$ cat src/rtl/mdu_if.sv
// Operand/result bus between the E-stage pipeline and the multiply/divide unit.
interface mdu_if;
    logic [31:0] A;
    logic [31:0] B;
    logic [2:0]  MDUOp;
    logic        Start;
    logic        Busy;
    logic [31:0] HI;
    logic [31:0] LO;

    modport master (output A, output B, output MDUOp, output Start,
                    input  Busy, input HI, input LO);
    modport slave  (input  A, input B, input MDUOp, input Start,
                    output Busy, output HI, output LO);
endinterface

$ cat src/rtl/mdu_unit.sv
// Multi-cycle MIPS-style multiply/divide unit with HI/LO registers.
// Define MDU_DIV_EN to build the div/divu datapath; otherwise those opcodes are no-ops.
module mdu_unit #(
    parameter int MULT_CYCLES = 5,
    parameter int DIV_CYCLES  = 10
) (
    input  logic  clk,
    input  logic  rst_n,
    mdu_if.slave  bus
);
    localparam int MAXC = (MULT_CYCLES > DIV_CYCLES) ? MULT_CYCLES : DIV_CYCLES;
    localparam int CW   = $clog2(MAXC + 1);

    typedef enum logic {S_IDLE = 1'b0, S_RUN = 1'b1} state_t;

    state_t          state_q, state_d;
    logic [CW-1:0]   cnt_q,   cnt_d;
    logic [31:0]     a_q,     a_d;
    logic [31:0]     b_q,     b_d;
    logic [1:0]      op_q,    op_d;   // {is_div, is_unsigned}
    logic [31:0]     hi_q,    hi_d;
    logic [31:0]     lo_q,    lo_d;

    logic signed [32:0] ma_s, mb_s;
    logic signed [63:0] prod_s;

    // Product of the latched operands; a 33rd bit selects signed vs unsigned
    always_comb begin
        ma_s   = $signed({(~op_q[0]) & a_q[31], a_q});
        mb_s   = $signed({(~op_q[0]) & b_q[31], b_q});
        prod_s = 64'(ma_s) * 64'(mb_s);
    end

`ifdef MDU_DIV_EN
    logic        a_neg_s, b_neg_s;
    logic [31:0] a_mag_s, b_mag_s, b_safe_s, uq_s, ur_s, quo_s, rem_s;

    // Sign-magnitude division: quotient truncates toward zero, remainder follows dividend
    always_comb begin
        a_neg_s  = (~op_q[0]) & a_q[31];
        b_neg_s  = (~op_q[0]) & b_q[31];
        a_mag_s  = a_neg_s ? (32'd0 - a_q) : a_q;
        b_mag_s  = b_neg_s ? (32'd0 - b_q) : b_q;
        b_safe_s = (b_mag_s == 32'd0) ? 32'd1 : b_mag_s;
        uq_s     = a_mag_s / b_safe_s;
        ur_s     = a_mag_s % b_safe_s;
        quo_s    = (a_neg_s ^ b_neg_s) ? (32'd0 - uq_s) : uq_s;
        rem_s    = a_neg_s ? (32'd0 - ur_s) : ur_s;
    end
`endif

    // State register and datapath registers
    always_ff @(posedge clk or negedge rst_n) begin
        if (!rst_n) begin
            state_q <= S_IDLE;
            cnt_q   <= '0;
            a_q     <= 32'd0;
            b_q     <= 32'd0;
            op_q    <= 2'b00;
            hi_q    <= 32'd0;
            lo_q    <= 32'd0;
        end else begin
            state_q <= state_d;
            cnt_q   <= cnt_d;
            a_q     <= a_d;
            b_q     <= b_d;
            op_q    <= op_d;
            hi_q    <= hi_d;
            lo_q    <= lo_d;
        end
    end

    // Next-state: accept in IDLE, count down in RUN, commit result on the final edge
    always_comb begin
        state_d = state_q;
        cnt_d   = cnt_q;
        a_d     = a_q;
        b_d     = b_q;
        op_d    = op_q;
        hi_d    = hi_q;
        lo_d    = lo_q;
        case (state_q)
            S_IDLE: begin
                if (bus.Start) begin
                    case (bus.MDUOp)
                        3'b000, 3'b001: begin
                            a_d     = bus.A;
                            b_d     = bus.B;
                            op_d    = bus.MDUOp[1:0];
                            cnt_d   = CW'(MULT_CYCLES);
                            state_d = S_RUN;
                        end
`ifdef MDU_DIV_EN
                        3'b010, 3'b011: begin
                            a_d     = bus.A;
                            b_d     = bus.B;
                            op_d    = bus.MDUOp[1:0];
                            cnt_d   = CW'(DIV_CYCLES);
                            state_d = S_RUN;
                        end
`endif
                        3'b100:  hi_d = bus.A;
                        3'b101:  lo_d = bus.A;
                        default: begin
                        end
                    endcase
                end else begin
                end
            end
            S_RUN: begin
                cnt_d = cnt_q - CW'(1);
                if (cnt_q == CW'(1)) begin
                    state_d = S_IDLE;
                    if (op_q[1]) begin
`ifdef MDU_DIV_EN
                        // A zero divisor still burns the full latency but leaves HI/LO alone
                        if (b_q != 32'd0) begin
                            hi_d = rem_s;
                            lo_d = quo_s;
                        end else begin
                        end
`endif
                    end else begin
                        hi_d = prod_s[63:32];
                        lo_d = prod_s[31:0];
                    end
                end else begin
                end
            end
            default: begin
                state_d = S_IDLE;
                cnt_d   = '0;
            end
        endcase
    end

    assign bus.Busy = (state_q == S_RUN);
    assign bus.HI   = hi_q;
    assign bus.LO   = lo_q;
endmodule

$ cat src/flat_wrapper.sv
// flat-port wrapper written by rule: the top's interface ports become plain ports
module mdu_unit_flat 
#(
    parameter int MULT_CYCLES = 5,
    parameter int DIV_CYCLES  = 10
)
  (clk, rst_n, bus_A, bus_B, bus_MDUOp, bus_Start, bus_Busy, bus_HI, bus_LO);
  mdu_if bus_i ();
  input  logic clk;
  input  logic rst_n;
  input wire logic [$bits(bus_i.A)-1:0] bus_A;
  input wire logic [$bits(bus_i.B)-1:0] bus_B;
  input wire logic [$bits(bus_i.MDUOp)-1:0] bus_MDUOp;
  input wire logic [$bits(bus_i.Start)-1:0] bus_Start;
  output wire logic [$bits(bus_i.Busy)-1:0] bus_Busy;
  output wire logic [$bits(bus_i.HI)-1:0] bus_HI;
  output wire logic [$bits(bus_i.LO)-1:0] bus_LO;
  assign bus_i.A = bus_A;
  assign bus_i.B = bus_B;
  assign bus_i.MDUOp = bus_MDUOp;
  assign bus_i.Start = bus_Start;
  assign bus_Busy = bus_i.Busy;
  assign bus_HI = bus_i.HI;
  assign bus_LO = bus_i.LO;
  mdu_unit #(.MULT_CYCLES(MULT_CYCLES), .DIV_CYCLES(DIV_CYCLES)) u_core (.clk(clk), .rst_n(rst_n), .bus(bus_i));
endmodule
$ cat config.mk
export PLATFORM = sky130hd
export DESIGN_NAME = mdu_unit_flat
export DESIGN_NICKNAME = d
export VERILOG_FILES = /design/src/rtl/mdu_if.sv /design/src/rtl/mdu_unit.sv /design/src/flat_wrapper.sv
export SDC_FILE = /design/constraint.sdc
export NUM_CORES = 2
export LEC_CHECK = 0
export CAP_MARGIN = 20
export CORE_MARGIN = 1.5
export CORE_UTILIZATION = 65
export DETAILED_ROUTE_END_ITERATION = 10
export HOLD_SLACK_MARGIN = 0.03
export PLACE_DENSITY = 0.84
export SYNTH_ARGS = -nofsm -noshare
export SYNTH_HDL_FRONTEND = slang
export SYNTH_SLANG_ARGS = --single-unit
$ cat constraint.sdc
create_clock -name clk -period 9.45 [get_ports clk]
set_input_delay 2.3625 -clock clk [delete_from_list [all_inputs] [get_ports clk]]
set_output_delay 2.3625 -clock clk [all_outputs]
set_load 0.03 [all_outputs]
# Yosys cells after proc, flatten, opt, wreduce, memory -nomap -nowiden
# Cells that the tools add are included.
# classes
addsub,1
mul,1
mux,17
n_bitwise,4
n_eq_ne,10
reduce_logical,6
# ops
cell,n
two-way mux 32 bit,8
one-hot mux 32 bit (2 select lines),2
multiplier 33 x 33 -> 64 bit,1
!= test 2 bit (second input constant),6
two-way mux 4 bit,2
one-hot mux 4 bit (2 select lines),1
AND reduction 4 bit,2
== test 3 bit (second input constant),2
== test 4 x 1 -> 1 bit (second input constant),1
subtractor 4 x 1 -> 4 bit (second input constant),1
== test 3 x 1 -> 1 bit (second input constant),1
logical NOT 3 bit,1
two-way mux 1 bit,3
AND reduction 3 bit,1
AND 1 bit,2
NOT 1 bit,2
one-hot mux 1 bit (2 select lines),1
AND reduction 2 bit,1
OR reduction 2 bit,1
# word_totals
in_bits,70
regBits,135

# Longest topological paths before layout
# depth
word_depth,6
depth_mapped,30
ltp_nobuf,28

# Worst setup path before layout
# No wires, ideal clock.
# synth_path
kind,reg2reg
startpoint,reg u_core.a_q[31]
endpoint,"reg u_core.hi_q[31], in the netlist u_core.bus.HI[31]"
t_required_ns,9.319
slack_ns,1.323
synth_period_minus_slack_ns,8.127
arrival_ns,7.995
path_stages_with_launch,29
cell_sequence,dfrtp_1 > nor2b_1 > clkbuf_1 > nand2_1 > inv_1 > fa_1 > inv_1 > fa_1 > inv_1 > fa_1 > fa_1 > inv_1 > fa_1 > inv_1 > fa_1 > inv_1 > fa_1 > fa_1 > inv_1 > ha_1 > clkbuf_1 > and3_1 > nand2_1 > or4_1 > o221ai_2 > a21o_1 > a21o_1 > nor4_1 > or3_1
# synth_via
elab_chain_cells,5
# synth_lines
element,line_no,text
from (decl),mdu_unit.sv:18,"logic [31:0] a_q, a_d;"
from (signal assigned),mdu_unit.sv:57,a_q <= 32'd0;
from (signal assigned),mdu_unit.sv:65,a_q <= a_d;
AND 1 bit,mdu_unit.sv:29,"ma_s = $signed({(~op_q[0]) & a_q[31], a_q});"
multiplier 33 x 33 -> 64 bit (*),mdu_unit.sv:31,prod_s = 64'(ma_s) * 64'(mb_s);
two-way mux 32 bit (*),mdu_unit.sv:114,if (op_q[1]) begin
two-way mux 32 bit (*),mdu_unit.sv:112,if (cnt_q == CW'(1)) begin
one-hot mux 32 bit (2 select lines) (*),mdu_unit.sv:82,case (state_q)
to (signal assigned),mdu_unit.sv:68,hi_q <= hi_d;
to (decl),mdu_unit.sv:21,"logic [31:0] hi_q, hi_d;"
# Every way passes the cells marked *; elsewhere a longest branch is shown, timed or not. The select of a mux whose other input is x is not followed.
# A chain may end at the register's enable or synchronous reset.

# Worst setup path in the final report
# layout_path
startpoint,reg u_core.b_q[5]
endpoint,"reg u_core.hi_q[18], in the netlist u_core.bus.HI[18]"
# layout_via
elab_chain_cells,4
# layout_lines
element,line_no,text
from (decl),mdu_unit.sv:19,"logic [31:0] b_q, b_d;"
from (signal assigned),mdu_unit.sv:58,b_q <= 32'd0;
from (signal assigned),mdu_unit.sv:66,b_q <= b_d;
multiplier 33 x 33 -> 64 bit,mdu_unit.sv:31,
two-way mux 32 bit,mdu_unit.sv:114,
two-way mux 32 bit,mdu_unit.sv:112,
one-hot mux 32 bit (2 select lines),mdu_unit.sv:82,
# No other way between the ends. The select of a mux whose other input is x is not followed.

==> metrics.csv <==
stage;metric;value;unit
status;status;finished with violations;
status;failing checks;design-rule violations;
clock_tree;Clock Sink Count;135;
floorplan;Initial Util;0.659;
clock_tree;clock-pin slew on the worst setup and hold paths;0.07;ns
route;via count of the routed design;32400;
route;DRC Markers;1;
clock_tree;CTS tree;built;
final_layout;fin util;0.703;
synth;Yosys top cell area share;0.518;
final_layout;Register Area;3380;um2
synth;biggest area consumer among synthesized cells;fa_1;
timing;Final Hold Viols;0;
worst_setup_path;critical path's top delay family;adder cells;
worst_setup_path;slowest CP cell;dfrtp_1;
clock_tree;htree depth;4;
final_layout;number of nets in the layout;6060;
route;via/cell ratio;5.86;
floorplan;Die Y;262;um
global_route;first-pass GRT wire length;192000;um
synth;Post-synth ARST share;1.00;
worst_setup_path;WP buf/inv;6;
synth;Mapped Nets;6058;
clock_tree;clk buf depth;2;
floorplan;die area;68500;um2
worst_setup_path;Worst EP required;9.78;ns
clock_tree;clk_lat worst skew;0.50;ns
timing;RSZ-0062 raised after global routing;no;
timing;maximum operating frequency;0.113;GHz
min_path;min-delay src;u_core.bus.LO[4];
worst_setup_path;Crit path largest cell delay;0.96;ns
synth;post-synthesis sequential area ratio;0.0777;
clock_tree;Post-CTS Hold Fix Bufs;0;
worst_setup_path;CP Max Fanout;20;
global_route;Overflow after GRT;0;
worst_setup_path;Setup CP Type;reg -> reg;
final_layout;share of post-route cells with drive strength above 1;0.0500;
floorplan;CORE AREA;66000;um2
run;max cap viols;0;
timing;Pins Over Slew Limit;0;
worst_setup_path;Worst setup SP type;register;
synth;most frequent cell after synthesis;fa_1;
route;DR WL/cell;21.6;um
synth;Synth Flop Type;dfrtp_1;
clock_tree;cts bufs inserted;17;
min_path;Min-Delay Path Class;reg -> reg;
worst_setup_path;reg-to-reg startpoint;u_core.b_q[5];
synth;cell count after synthesis;4649;
floorplan;Die X;262;um
route;drt total wl;120000;um
global_route;overall routing resource usage;0.372;
timing;Tcrit/Tclk final;0.936;
worst_setup_path;Most common cell on crit path;fa_1;
clock_tree;# resized after CTS;0;
final_layout;area delta synth->final;6.72;%
timing;crit path time final;8.84;ns
synth;Netlist cell types;72;
floorplan;row count;94;
final_layout;fillers;4645;
synth;#FFs+latches synth;135;
route;antenna-violating nets left;0;
place;Post-DP HPWL;98500;um
synth;number of flops mapped to enable cells by yosys;0;
timing;Clock Skews;0.0210;ns
global_route;vias in the first global route;36200;
timing;relative slew slack;0.193;
final_layout;footprint of the multi-input gates;35000;um2
worst_setup_path;critical path launch point;u_core.b_q[5];
synth;top cells by area, synth;fa_1 (52%), inv_1 (9.6%), dfrtp_1 (7.8%), nand2_1 (6.7%), ha_1 (6.2%);
synth;Avg Cell Area, Syn;9.35;um2
clock_tree;Root Buffer Master;clkbuf_16;
timing;final setup violation count;0;
clock_tree;Post-CTS Setup Bufs;0;
timing;Fin Setup TNS;0;ns
timing;Tightest Pin Transition;1.21;ns
synth;most common library cells after synthesis;fa_1 (1125), inv_1 (1117), nand2_1 (781);
worst_setup_path;critical path capture point type;register;
synth;Synth warnings;0;
place;Port Buf Inserts;134;
global_route;largest net degree at the start of global routing;81;
synth;Synth Cell Area;43500;um2
worst_setup_path;crit path DAT;9.17;ns
place;GP Congestion;0.997;
global_route;initial antenna violation count;2;
route;Iter 0 DRT Violations;2436;
route;DRT Pass-1 Iters;9;
floorplan;Top Ports;135;
## cell usage in the layout, fill, tap and decap left out, types with 6 or more instances in the layout
cell type,netlist,layout
buf_4,0,99
xnor2_1,50,50
o21ai_0,86,86
xor2_1,23,23
nor3b_1,11,11
inv_1,1117,1117
nand4_1,8,8
nand3_1,6,6
and2_1,373,373
clkbuf_16,0,17
nor2_1,66,65
a31oi_1,9,9
or2_2,10,10
nor3_1,13,13
a21oi_1,115,115
nand2b_1,11,11
o21bai_1,11,11
mux2_2,65,65
nor2b_1,18,17
dfrtp_1,135,134
clkdlybuf4s50_1,0,133
a21o_1,32,32
o211ai_1,7,7
nand2_1,781,781
a211oi_1,8,8
fa_1,1125,1125
o21ai_1,7,7
mux2i_1,14,14
ha_1,214,214
## cells by family after synthesis
| logic type | synth area share |
|---|---|
| xor gates and xnor gates | 0.0147 |
| adders and majority gates | 0.579 |
| muxes | 0.0201 |
| buffers and inverters | 0.119 |
| AOI/OAI and AO/OA | 0.0473 |
| DFF | 0.0777 |
| and+or+nand+nor | 0.142 |
## layer usage
metal,GRT usage,part of all wire,vias up
met4,0.264,0.081,0
li1,-,-,13400
met1,0.438,0.34,16700
met2,0.621,0.49,1722
met5,0,0,-
met3,0.0680,0.086,568
## per-stage QoR
stage / hold slack (ns) / cell area [um2] / instances / worst slack, ns
after floorplan: 0.472 / 43500 / 4649 / 1.32
after global placement: 0.461 / 45700 / 5491 / 0.857
after detailed placement: 0.469 / 45700 / 5491 / 0.813
after CTS: 0.483 / 46300 / 5522 / 0.773
after global routing: 0.507 / 46400 / 5528 / 0.397
final: 0.480 / 46400 / 5528 / 0.609
## cell type report
cell class | count | area share
Multi-Input combinational cell | 3140 | 0.754
Inverter | 1118 | 0.0904
Sequential cell | 135 | 0.0728
Timing Repair Buffer | 239 | 0.0483
Tap cell | 864 | 0.0233
Clock buffer | 18 | 0.00925
Clock inverter | 13 | 0.00210
Antenna cell | 1 | 0.0000539
## worst reg2reg max path, stage by stage, from the launching register on
cell,delay (ns)
dfrtp_1,0.96
buf_4,0.40
nand2_1,0.11
fa_1,0.48
fa_1,0.49
inv_1,0.05
fa_1,0.49
inv_1,0.06
fa_1,0.53
inv_1,0.06
fa_1,0.48
fa_1,0.53
fa_1,0.50
inv_1,0.05
fa_1,0.51
inv_1,0.06
ha_1,0.36
nand2_1,0.22
o21ai_0,0.19
or2_0,0.28
a221o_1,0.38
a22o_1,0.20
a311oi_2,0.57
o21ai_0,0.20
xnor2_1,0.35
o221ai_1,0.16
## sequential cells by signal (all words and copies together) (netlist names)
signal and flops:
u_core.b_q 32, u_core.cnt_q 4, u_core.a_q 32, u_core.bus.Busy 1, u_core.op_q 2, u_core.bus.LO 32
u_core.bus.HI 32
## worst paths after layout
path	end	slack, ns	cells past startpoint
worst max register to register	u_core.bus.HI[18]	0.61	25
worst min-delay path	u_core.bus.LO[4]	0.48	2
max in group asynchronous	u_core.b_q[19]	6.07	2
worst min register to register	u_core.bus.LO[4]	0.48	2
worst max-delay path	u_core.bus.HI[18]	0.61	25
min in group asynchronous	u_core.b_q[25]	1.91	1
Power is left out: the tool's default activity adds up to more than one toggle a clock period on the data nets, which glitch-free logic cannot reach.
